## src/rtl/uart_pw_lock.sv

```systemverilog
// uart_pw_lock: sequential password checker fed by a UART receiver.
// Collects characters up to TERM_CHAR and compares them position by position
// against PASSWORD. On a match it raises unlock. On a mismatch it pulses
// fail_pulse and counts the failure. MAX_FAIL consecutive failures start a
// lockout that lasts LOCK_CYCLES cycles.
// Optional feature macro: UART_PW_BACKSPACE_EN. When it is defined, 8'h08
// deletes the last collected character.
module uart_pw_lock #(
  parameter int                  PW_LEN      = 4,
  parameter logic [PW_LEN*8-1:0] PASSWORD    = 32'h31323334,
  parameter logic [7:0]          TERM_CHAR   = 8'h0D,
  parameter logic [7:0]          RELOCK_CHAR = 8'h1B,
  parameter int                  MAX_FAIL    = 3,
  parameter int                  LOCK_CYCLES = 100000000
) (
  input  logic                            clkin,
  input  logic                            rst_n,
  input  logic [7:0]                      rx_byte,
  input  logic                            rx_valid,
  output logic                            unlock,
  output logic                            fail_pulse,
  output logic                            locked_out,
  output logic [$clog2(PW_LEN+1)-1:0]     char_cnt,
  output logic [$clog2(MAX_FAIL+1)-1:0]   fail_cnt
);

  localparam int CW = $clog2(PW_LEN + 1);
  localparam int FW = $clog2(MAX_FAIL + 1);
  // A one-cycle lockout still needs a one-bit timer.
  localparam int TW = (LOCK_CYCLES > 1) ? $clog2(LOCK_CYCLES) : 1;

  localparam logic [CW-1:0] PW_LEN_C  = CW'(PW_LEN);
  localparam logic [FW-1:0] FAIL_LAST = FW'(MAX_FAIL - 1);
  localparam logic [TW-1:0] LOCK_LOAD = TW'(LOCK_CYCLES - 1);

  typedef enum logic [1:0] {
    ST_COLLECT  = 2'd0,
    ST_UNLOCKED = 2'd1,
    ST_LOCKOUT  = 2'd2
  } state_t;

  state_t              state_r;
  logic [PW_LEN-1:0]   match_r;
  logic                overflow_r;
  logic [TW-1:0]       timer_r;
  logic                pass_s;

  // Return password character k. Character 0 sits in the most significant byte.
  function automatic logic [7:0] pw_char(input int k);
    return PASSWORD[(PW_LEN-1-k)*8 +: 8];
  endfunction

  // An attempt passes only with exactly PW_LEN characters, all of them correct.
  assign pass_s = (char_cnt == PW_LEN_C) && (&match_r) && !overflow_r;

  // Main controller: collect/evaluate, unlocked hold, and timed lockout.
  always_ff @(posedge clkin) begin
    if (!rst_n) begin
      state_r    <= ST_COLLECT;
      unlock     <= 1'b0;
      fail_pulse <= 1'b0;
      locked_out <= 1'b0;
      char_cnt   <= {CW{1'b0}};
      fail_cnt   <= {FW{1'b0}};
      match_r    <= {PW_LEN{1'b0}};
      overflow_r <= 1'b0;
      timer_r    <= {TW{1'b0}};
    end else begin
      fail_pulse <= 1'b0;
      case (state_r)
        ST_COLLECT: begin
          if (rx_valid) begin
            if (rx_byte == TERM_CHAR) begin
              char_cnt   <= {CW{1'b0}};
              match_r    <= {PW_LEN{1'b0}};
              overflow_r <= 1'b0;
              if (pass_s) begin
                state_r  <= ST_UNLOCKED;
                unlock   <= 1'b1;
                fail_cnt <= {FW{1'b0}};
              end else begin
                fail_pulse <= 1'b1;
                fail_cnt   <= fail_cnt + 1'b1;
                if (fail_cnt == FAIL_LAST) begin
                  state_r    <= ST_LOCKOUT;
                  locked_out <= 1'b1;
                  timer_r    <= LOCK_LOAD;
                end
              end
            end
`ifdef UART_PW_BACKSPACE_EN
            else if (rx_byte == 8'h08) begin
              // An overflowed attempt is already lost, so backspace cannot rescue it.
              if (!overflow_r && (char_cnt != {CW{1'b0}})) begin
                char_cnt <= char_cnt - 1'b1;
                for (int k = 0; k < PW_LEN; k++) begin
                  if (char_cnt == CW'(k + 1)) begin
                    match_r[k] <= 1'b0;
                  end
                end
              end
            end
`endif
            else if (char_cnt < PW_LEN_C) begin
              for (int k = 0; k < PW_LEN; k++) begin
                if (char_cnt == CW'(k)) begin
                  match_r[k] <= (rx_byte == pw_char(k));
                end
              end
              char_cnt <= char_cnt + 1'b1;
            end else begin
              overflow_r <= 1'b1;
            end
          end
        end
        ST_UNLOCKED: begin
          if (rx_valid && (rx_byte == RELOCK_CHAR)) begin
            state_r <= ST_COLLECT;
            unlock  <= 1'b0;
          end
        end
        ST_LOCKOUT: begin
          if (timer_r == {TW{1'b0}}) begin
            state_r    <= ST_COLLECT;
            locked_out <= 1'b0;
            fail_cnt   <= {FW{1'b0}};
          end else begin
            timer_r <= timer_r - 1'b1;
          end
        end
        default: begin
          state_r    <= ST_COLLECT;
          unlock     <= 1'b0;
          locked_out <= 1'b0;
        end
      endcase
    end
  end

endmodule

```

## config.mk

```make
export PLATFORM = sky130hd
export DESIGN_NAME = uart_pw_lock
export DESIGN_NICKNAME = d
export VERILOG_FILES = /design/src/rtl/uart_pw_lock.sv
export SDC_FILE = /design/constraint.sdc
export NUM_CORES = 1
export LEC_CHECK = 0
export CORE_MARGIN = 10
export CORE_UTILIZATION = 50
export CTS_CLUSTER_DIAMETER = 80
export CTS_CLUSTER_SIZE = 28
export DETAILED_ROUTE_END_ITERATION = 10
export PLACE_DENSITY = 0.82
export REMOVE_ABC_BUFFERS = 1
export SLEW_MARGIN = 15
export SYNTH_ARGS = -nofsm -noshare
export SYNTH_HDL_FRONTEND = slang
export SYNTH_SLANG_ARGS = --single-unit
```

## constraint.sdc

```tcl
create_clock -name clkin -period 2.34 [get_ports clkin]
set_input_delay 0.234 -clock clkin [delete_from_list [all_inputs] [get_ports clkin]]
set_output_delay 0.234 -clock clkin [all_outputs]
set_load 0.02 [all_outputs]
```

# == Word level (Yosys, flattened, before mapping) ==
# Cells that the tools add are included.
# totals
latch_bits,0
regBits,42
romBits,0
ramBits,0
memories,0
# op_classes
eq_ne,23
reduce_logical,26
add_sub_neg,3
n_mux,39
bitwise,2
n_div,0
shift,0
n_mul,0
n_lt_le_gt_ge,1
# op_table
operator,count
$mux W27,5
$pmux W27 S2,1
$eq A8 B6 Y1 const B,4
$reduce_and A4 Y1,7
$logic_not A27 Y1,1
$sub A27 B1 Y27 const B,1
$mux W2,9
$ne A2 B2 Y1 const B,9
$mux W1,16
$reduce_and A6 Y1,2
$reduce_bool A2 Y1,6
$reduce_and A5 Y1,2
$eq A8 B4 Y1 const B,1
$eq A8 B5 Y1 const B,1
$mux W4,2
$eq A3 B2 Y1 const B,2
$mux W3,2
$pmux W1 S3,2
$pmux W2 S3,1
$reduce_and A3 Y1,2
$eq A2 B2 Y1 const B,2
$pmux W2 S2,1
$add A3 B1 Y3 const B,1
$eq A3 B1 Y1 const B,1
other kinds (10),13

# == Logic depth before layout (Yosys ltp) ==
# Gate-level depths: netlist of run 1.
# logic_depth
word_depth,7
depth_mapped,9

# == Worst setup path after synthesis of run 1 ==
# Ideal clock, no wire load.
# synth_path
path_kind,reg2reg
from,reg char_cnt[0]
to,reg timer_r[13]
path_slack_ps,199
stages_incl_launch_ff,9
synth_period_minus_slack_ps,2141
n_path_buf,2
arrival_ps,2008
cell_sequence,dfxtp_1 inv_1 ha_1 nand4_1 o21ai_0 a21o_1 clkbuf_1 clkbuf_1 a21oi_1
# synth_between
elab_chain_len,5
# synth_rtl
item,line_no,source
"start, declared",23,"output logic [$clog2(PW_LEN+1)-1:0] char_cnt,"
"start signal, assigned",63,char_cnt <= {CW{1'b0}};
"start signal, assigned",74,char_cnt <= {CW{1'b0}};
"start signal, assigned",110,char_cnt <= char_cnt + 1'b1;
$eq A3 B3 Y1,54,assign pass_s = (char_cnt == PW_LEN_C) && (&match_r) && !overflow_r;
$logic_and A1 B1 Y1 (2 in a row),54,
$ne A2 B2 Y1 (no source line),--,
$reduce_and A6 Y1 (no source line),--,
"end signal, assigned",67,timer_r <= {TW{1'b0}};
"end signal, assigned",128,timer_r <= timer_r - 1'b1;
"end, declared",45,logic [TW-1:0] timer_r;
# No other way between the ends.
# A chain may end at the register's enable or synchronous reset.

# == Final worst setup path of run 1 ==
# layout_path
from,reg timer_r[2]
to,reg timer_r[25]
# layout_between
elab_chain_len,3
word_cells_on_any_way,6
# layout_rtl
item,line_no
$sub A27 B1 Y27 / $logic_not A27 Y1 (equally long branches),"128, 123"
$mux W27 / $ne A2 B2 Y1 (equally long branches),--
$pmux W27 S2 / $reduce_and A6 Y1 (equally long branches),--
# Parallel ways exist; a longest one is shown, timed or not. The select of a mux whose other input is x is not followed.

==> reports/metrics.yaml, run 1 <==
place:
  post-place-cells: 342
  dpl.hpwl_um: 3730
  place_congestion: 0.866
  place_ws_ns: -0.0364
  portBuffers: 18
logic_synthesis:
  synth_cell_types: 48
  synth_edf_count: 0
  ys_ff_latch: 42
  synth_compound_area_share_pct: 17.8
  yosys_most_used_dff: "dfxtp_1"
  synth_top_area_share_pct: 37.6
  syn_area_per_cell_sq_um: 8.50
  synthXorXnorAreaFrac_pct: 9.01
  ys_seq_area_share_pct: 37.6
  yosys-top-cells-area: "dfxtp_1 38%, xor2_1 7.8%, nor2_1 6.9%, a21oi_1 4.5%, nor3_1 4.0%"
  synth_top_family_by_area: "simple AND/OR/NAND/NOR gates"
  synth_area_sq_mm: 0.00223
  synthSimpleGateAreaFrac_pct: 25.5
  synth_largest_area_cell: "dfxtp_1"
  synth_cells: 263
  ys_warn_count: 0
  synth_fa_ha_area_share_pct: 3.92
  async_flop_share_pct: 0
  ys_top_cells_by_count: "42 x dfxtp_1, 41 x nor2_1, 20 x a21oi_1, 20 x xor2_1, 18 x nor3_1"
  synthMuxAreaShare_pct: 1.79
  yosysMostFrequentCell: "dfxtp_1"
floorplanning:
  start_util_pct: 51.3
  ios: 19
  fp.dieH_um: 86.9
  die-area_sq_mm: 0.00754
  fp.coreArea_sq_mm: 0.00435
  dieWidth_um: 86.9
  rows: 24
worst_hold_path:
  hold_class: "reg -> reg"
  hold_path_startpoint: "match_r[1]$_SDFFE_PN0P_"
  hold_end: "match_r[1]$_SDFFE_PN0P_"
  min_path_cells: 2
timing:
  setup_violations: 0
  hold_viol: 0
  period_needed_ns: 2.20
  rsz0062_at_grt: "false"
  worst_slack_ns: 0.137
  finalCritPeriodShare_pct: 94.2
  tightest_slew_ns: 0.485
  drv_slew: 0
  relSlewSlack_pct: 67.6
  clock_skew_ns: 0.0110
  max_freq_mhz: 454
critical_path:
  cp_max_fo: 6
  rrSetupSlack_ns: 0.14
  ff2ff_path_depth: 6
  critical_path_class: "reg -> reg"
  r2r_start: "timer_r[2]$_SDFFE_PN0P_"
  setup.worst_path.end_class: "flip-flop"
  arrival_ns: 2.43
  startpoint_type: "flip-flop"
  worstPathRequired_ns: 2.57
  timing.rr.end: "timer_r[25]$_SDFFE_PN0P_"
clocking:
  cts_tree: "built"
  clk-insertion-delay-late_ns: 0.30
  htreeDepth: 2
  cts_made_buffers: 5
  clockBufferDepth: 2
  hold_buffers: 0
  cts-root-buf: "clkbuf_8"
  clk_pin_slew_ns: 0.08
  cts_num_sinks: 42
global_route:
  grt_pass1_vias: 1873
  antenna_found_initial: 0
  grt_start_max_net_pins: 20
  grt-ovfl-total: 0
  grt_pass1_wl_um: 8670
  track_usage_pct: 13.8
cells_and_area:
  drive_above_1_share_pct: 12.3
  area_delta_synth_final_pct: 20.9
  fill_cells: 352
  nNetsFinal: 317
  multi_input_area_sq_mm: 0.00130
  regArea_sq_um: 841
  fin_cells: 352
  diodes: 0
pwr:
  netSwitchingPower_mw: 0.305
  power_frac_comb_pct: 6.5
  ir_drop_mv: 0.272
  internal-power_mw: 1.08
  swShare_pct: 22.0
  pwr-share-seq_pct: 52.3
  power_density_mw_per_mm2: 513
  p_leak_nw: 1.00
  power.share.clock_pct: 41.1
routing:
  ant_nets: 0
  drt_first_pass_iters: 4
  viasPerCell: 5.66
  drcViolationCount: 0
  first_iter_violations: 142
  drt_wl_total_um: 5070
  wire_per_inst_um: 14.4
  vias: 1993
status:
  outcome: "finished, final reports clean"
flow_run:
  cap_violations: 0
[logic make-up (layout without fill, tap and decap cells)]
family / count (synthesis) / count (layout)
flops: 42 / 42
fa+ha+maj: 7 / 7
simple gates: 105 / 105
compound gates: 62 / 62
xor+xnor: 23 / 23
mux: 4 / 4
buf+inv: 20 / 57
[critical path, stage by stage, from the launching register on]
cell       delay (ns)
dfxtp_1          0.36
or4_4            0.59
or3_1            0.46
clkinv_2         0.12
o2111ai_2        0.13
or3_1            0.34
a21oi_1          0.14
[placed cells by master, fill, tap and decap left out, types with 2 or more instances in the layout]
| master | count |
|---|---|
| dfxtp_1 | 42 |
| nor2_1 | 41 |
| a21oi_1 | 20 |
| xor2_1 | 20 |
| buf_4 | 20 |
| nor3_1 | 18 |
| clkdlybuf4s50_1 | 18 |
| o21ai_0 | 15 |
| nand2_1 | 12 |
| o211ai_1 | 10 |
| inv_1 | 8 |
| ha_1 | 7 |
| a31oi_1 | 5 |
| clkbuf_8 | 5 |
| nor4_1 | 4 |
| nand2b_1 | 4 |
| nand4_1 | 4 |
| mux2i_1 | 4 |
| or3_1 | 3 |
| xnor2_1 | 3 |
| and3_1 | 2 |
| nor4_4 | 2 |
| nand3b_1 | 2 |
| nor2b_1 | 2 |
| nand3_1 | 2 |
| o2111ai_1 | 2 |
[state kept, by name, summed over array words and instances (netlist names)]
signal	count
timer_r	27
fail_pulse	1
state_r	2
fail_cnt	2
match_r	4
char_cnt	3
overflow_r	1
locked_out	1
unlock	1
[area by class of cell]
class / count / share of cell area (%)
sequential: 42 / 31.1
timing repair buffer: 39 / 13.0
tap: 52 / 2.41
inverter: 10 / 1.44
multi-input combinational: 201 / 48.0
clock inverter: 2 / 1.39
clock buffer: 6 / 2.69
[through the flow]
step	instance area, sq um	util [%]	TNS (ns)	hold WS (ns)	power (mW)
detailed placement	2580	59.2	-0.0364	0.469	0.832
floorplan	2180	-	-0.708	0.351	0.784
global route	2700	62.0	0	0.517	1.44
global placement	2580	59.2	0	0.441	0.831
CTS	2690	61.7	0	0.481	1.40
finish	2700	62.0	0	0.479	1.39
[per-layer routing]
layer  global-route usage, %  vias up  part of all wire, %
met4                    4.86        0                  1.2
met5                       0        -                    0
met2                    21.0       54                   44
met1                    17.8      916                   47
met3                    4.49       11                  7.2
li1                        -     1012                    -
[worst max-delay path by stage]
stage	start	endpoint	slack (ns)	depth (start not counted)
after CTS	timer_r[2]$_SDFFE_PN0P_	timer_r[6]$_SDFFE_PN0P_	0.05	7
final	timer_r[2]$_SDFFE_PN0P_	timer_r[25]$_SDFFE_PN0P_	0.14	6
after detailed placement	rx_byte[1]	timer_r[25]$_SDFFE_PN0P_	-0.04	8
after floorplan	char_cnt[0]$_SDFFE_PN0P_	timer_r[25]$_SDFFE_PN0P_	-0.16	8
after global routing	char_cnt[0]$_SDFFE_PN0P_	timer_r[25]$_SDFFE_PN0P_	0.02	10
after global placement	rx_byte[1]	timer_r[25]$_SDFFE_PN0P_	0.05	8
[power groups by stage]
stage	logic, mW	registers, mW	clock network, mW
floorplan	0.0376	0.747	0
global placement	0.0892	0.742	0
detailed placement	0.0899	0.742	0
CTS	0.0908	0.726	0.584
global route	0.100	0.726	0.618
finish	0.0906	0.725	0.570
[timing repair]
item,CTS,global route
endpoints found under the setup margin,0,7
buffers inserted,0,2
resized for setup,0,0
No activity file was read; power rests on OpenSTA's default activity.
==> run 2: changes to the inputs <==
==> constraint.sdc (replaced) <==
create_clock -name clkin -period 2.6 [get_ports clkin]
set_input_delay 0.26 -clock clkin [delete_from_list [all_inputs] [get_ports clkin]]
set_output_delay 0.26 -clock clkin [all_outputs]
set_load 0.02 [all_outputs]
==> reports/metrics.yaml, run 2 (synthesis results as in run 1) <==
status:
  outcome: "finished, final reports clean"  # unchanged
floorplanning:
  rows: 24  # unchanged
  start_util_pct: 51.3  # unchanged
  die-area_sq_mm: 0.00754  # unchanged
  fp.dieH_um: 86.9  # unchanged
  dieWidth_um: 86.9  # unchanged
  ios: 19  # unchanged
  fp.coreArea_sq_mm: 0.00435  # unchanged
timing:
  clock_skew_ns: 0.00836  # was 0.0110 ns
  max_freq_mhz: 442
  rsz0062_at_grt: "false"  # unchanged
  finalCritPeriodShare_pct: 87.1
  tightest_slew_ns: 0.603  # was 0.485 ns
  relSlewSlack_pct: 59.8  # was 67.6%
  tns_ns: 0  # unchanged
  drv_slew: 0  # unchanged
  period_needed_ns: 2.26
  hold_viol: 0  # unchanged
  setup_violations: 0  # unchanged
clocking:
  htreeDepth: 2  # unchanged
  clk-insertion-delay-late_ns: 0.30  # about the same
  cts_made_buffers: 5  # unchanged
  clk_pin_slew_ns: 0.08  # about the same
  cts-root-buf: "clkbuf_8"  # unchanged
  cts_setup_buffers: 0  # unchanged
  cts_tree: "built"  # unchanged
  clockBufferDepth: 2  # unchanged
  cts_num_sinks: 42  # unchanged
  cts_resized: 0  # unchanged
  hold_buffers: 0  # unchanged
critical_path:
  cp_max_fo: 26  # was 6
  crit_start: "rx_byte[1]"  # was timer_r[2]$_SDFFE_PN0P_
  critical_path_class: "in -> reg"  # was reg -> reg
  worstPathRequired_ns: 2.83  # was 2.57 ns
  arrival_ns: 2.50  # was 2.43 ns
  rrSetupSlack_ns: 0.34  # was 0.14 ns
  ff2ff_path_depth: 6  # unchanged
  r2r_start: "timer_r[2]$_SDFFE_PN0P_"  # unchanged
  setup.worst_path.end_class: "flip-flop"  # unchanged
  timing.rr.end: "timer_r[23]$_SDFFE_PN0P_"  # was timer_r[25]$_SDFFE_PN0P_
  crit_end: "timer_r[25]$_SDFFE_PN0P_"  # unchanged
  startpoint_type: "primary input"  # was flip-flop
routing:
  drt_first_pass_iters: 4  # unchanged
  wl_met1_um: 2250  # was 2400 um
  first_iter_violations: 144  # was 142
  vias: 1970  # was 1,993
  drcViolationCount: 0  # unchanged
  dr_wl_met2_um: 2310  # was 2250 um
  wl_met3_um: 329  # was 365 um
  top_layer: "met4"  # unchanged
  wire_per_inst_um: 14.6  # was 14.4 um
  drt_wl_total_um: 4970  # was 5070 um
  ant_nets: 0  # unchanged
  viasPerCell: 5.79  # was 5.66
global_route:
  track_usage_pct: 13.8  # about the same
  grt_pass1_wl_um: 8610  # was 8670 um
  grt_start_max_net_pins: 28  # was 20
  antenna_found_initial: 0  # unchanged
  grt_pass1_vias: 1915  # was 1,873
  grt-ovfl-total: 0  # unchanged
pwr:
  internal-power_mw: 0.873  # was 1.08 mW
  p_total_mw: 1.14  # was 1.39 mW
  power.share.clock_pct: 36.1  # was 41.1%
  swShare_pct: 23.7  # was 22.0%
  power_density_mw_per_mm2: 442  # was 513 mW/mm^2
  ir_drop_mv: 0.185  # was 0.272 mV
  pwr-share-seq_pct: 57.0  # was 52.3%
  p_leak_nw: 0.937  # was 1.00 nW
  netSwitchingPower_mw: 0.272  # was 0.305 mW
  power_frac_comb_pct: 6.9  # was 6.5%
cells_and_area:
  nNetsFinal: 305  # was 317
  fill_cells: 401  # was 352
  final_cell_mix: "42 x dfxtp_1, 41 x nor2_1, 20 x a21oi_1, 20 x xor2_1"  # was 42 x dfxtp_1, 41 x nor2_1, 20 x a21oi_1, 20 x xor2_1, 20 x buf_4
  top_register: "timer_r"  # unchanged
  area_delta_synth_final_pct: 15.8  # was 20.9%
  diodes: 0  # unchanged
  largest_reg_flops: 27  # unchanged
  final_common_cell: "dfxtp_1"  # unchanged
  drive_above_1_share_pct: 8.68  # was 12.3%
  largest_registers: "timer_r (27), match_r (4), char_cnt (3)"  # unchanged
place:
  dpl.hpwl_um: 3580  # was 3730 um
  place_congestion: 0.855  # was 0.866
  portBuffers: 18  # unchanged
worst_hold_path:
  hold_class: "reg -> reg"  # unchanged
  min_path_cells: 2  # unchanged
flow_run:
  cap_violations: 0  # unchanged
-- run 2: how the worst min path moves through the flow --
| stage | from | to | slack, ns |
|---|---|---|---|
| finish | match_r[1]$_SDFFE_PN0P_ | match_r[1]$_SDFFE_PN0P_ | 0.48 |
| global route | match_r[1]$_SDFFE_PN0P_ | match_r[1]$_SDFFE_PN0P_ | 0.51 |
| CTS | match_r[1]$_SDFFE_PN0P_ | match_r[1]$_SDFFE_PN0P_ | 0.48 |
| detailed placement | match_r[1]$_SDFFE_PN0P_ | match_r[1]$_SDFFE_PN0P_ | 0.47 |
| global placement | overflow_r$_SDFFE_PN0P_ | overflow_r$_SDFFE_PN0P_ | 0.44 |
| floorplan | rst_n | timer_r[20]$_SDFFE_PN0P_ | 0.38 |
-- run 2: layout make-up --
cell class | count | area [sq um] | area share [%]
clock buffer | 6 | 72.6 | 2.80
clock inverter | 2 | 13.8 | 0.532
inverter | 10 | 38.8 | 1.50
multi-input combinational | 201 | 1300 | 50.1
sequential | 42 | 841 | 32.5
tap | 52 | 65.1 | 2.51
timing repair buffer | 27 | 260 | 10.1
-- run 2: power groups by stage --
stage	sequential, mW	clock (mW)	combinational [mW]
6_report	0.653	0.413	0.0791
5_1_grt	0.654	0.443	0.0878
4_1_cts	0.653	0.422	0.0795
3_5_place_dp	0.668	0	0.0791
3_3_place_gp	0.668	0	0.0771
2_1_floorplan	0.672	0	0.0338
-- run 2: worst max-delay path: stages --
cell	delay, ns
clkdlybuf4s50_1	0.48
nor4b_2	0.35
nand4b_1	0.24
nor4_4	0.31
buf_12	0.20
o2111ai_2	0.14
or3_1	0.35
a21oi_1	0.16
-- run 2: metrics by stage --
stage	hold slack (ns)	cell area, sq um	std cells	utilization, %	setup slack, ns
2_1_floorplan	0.377	2180	253	-	0.0976
3_3_place_gp	0.439	2500	332	57.4	0.106
3_5_place_dp	0.466	2500	332	57.4	0.0205
4_1_cts	0.476	2590	340	59.4	0.321
5_1_grt	0.515	2590	340	59.4	0.163
6_report	0.481	2590	340	59.4	0.337
-- run 2: layer usage --
layer | track usage, % | vias to the layer above
li1 | - | 988
met1 | 16.6 | 915
met2 | 22.1 | 59
met3 | 3.75 | 8
met4 | 6.77 | 0
met5 | 0 | -
==> run 3: changes to the inputs <==
--- a/config.mk
+++ b/config.mk
@@ -5,6 +5,7 @@
 export SDC_FILE = /design/constraint.sdc
 export NUM_CORES = 1
 export LEC_CHECK = 0
+export ABC_CLOCK_PERIOD_IN_PS = 2600
 export CORE_MARGIN = 10
 export CORE_UTILIZATION = 50
 export CTS_CLUSTER_DIAMETER = 80
@@ -12,6 +13,7 @@
 export DETAILED_ROUTE_END_ITERATION = 10
 export PLACE_DENSITY = 0.82
 export REMOVE_ABC_BUFFERS = 1
+export SKIP_CTS_REPAIR_TIMING = 1
 export SLEW_MARGIN = 15
 export SYNTH_ARGS = -nofsm -noshare
 export SYNTH_HDL_FRONTEND = slang
==> results of run 3 <==
The final DEF is identical to that of run 2; final timing and power are the same.
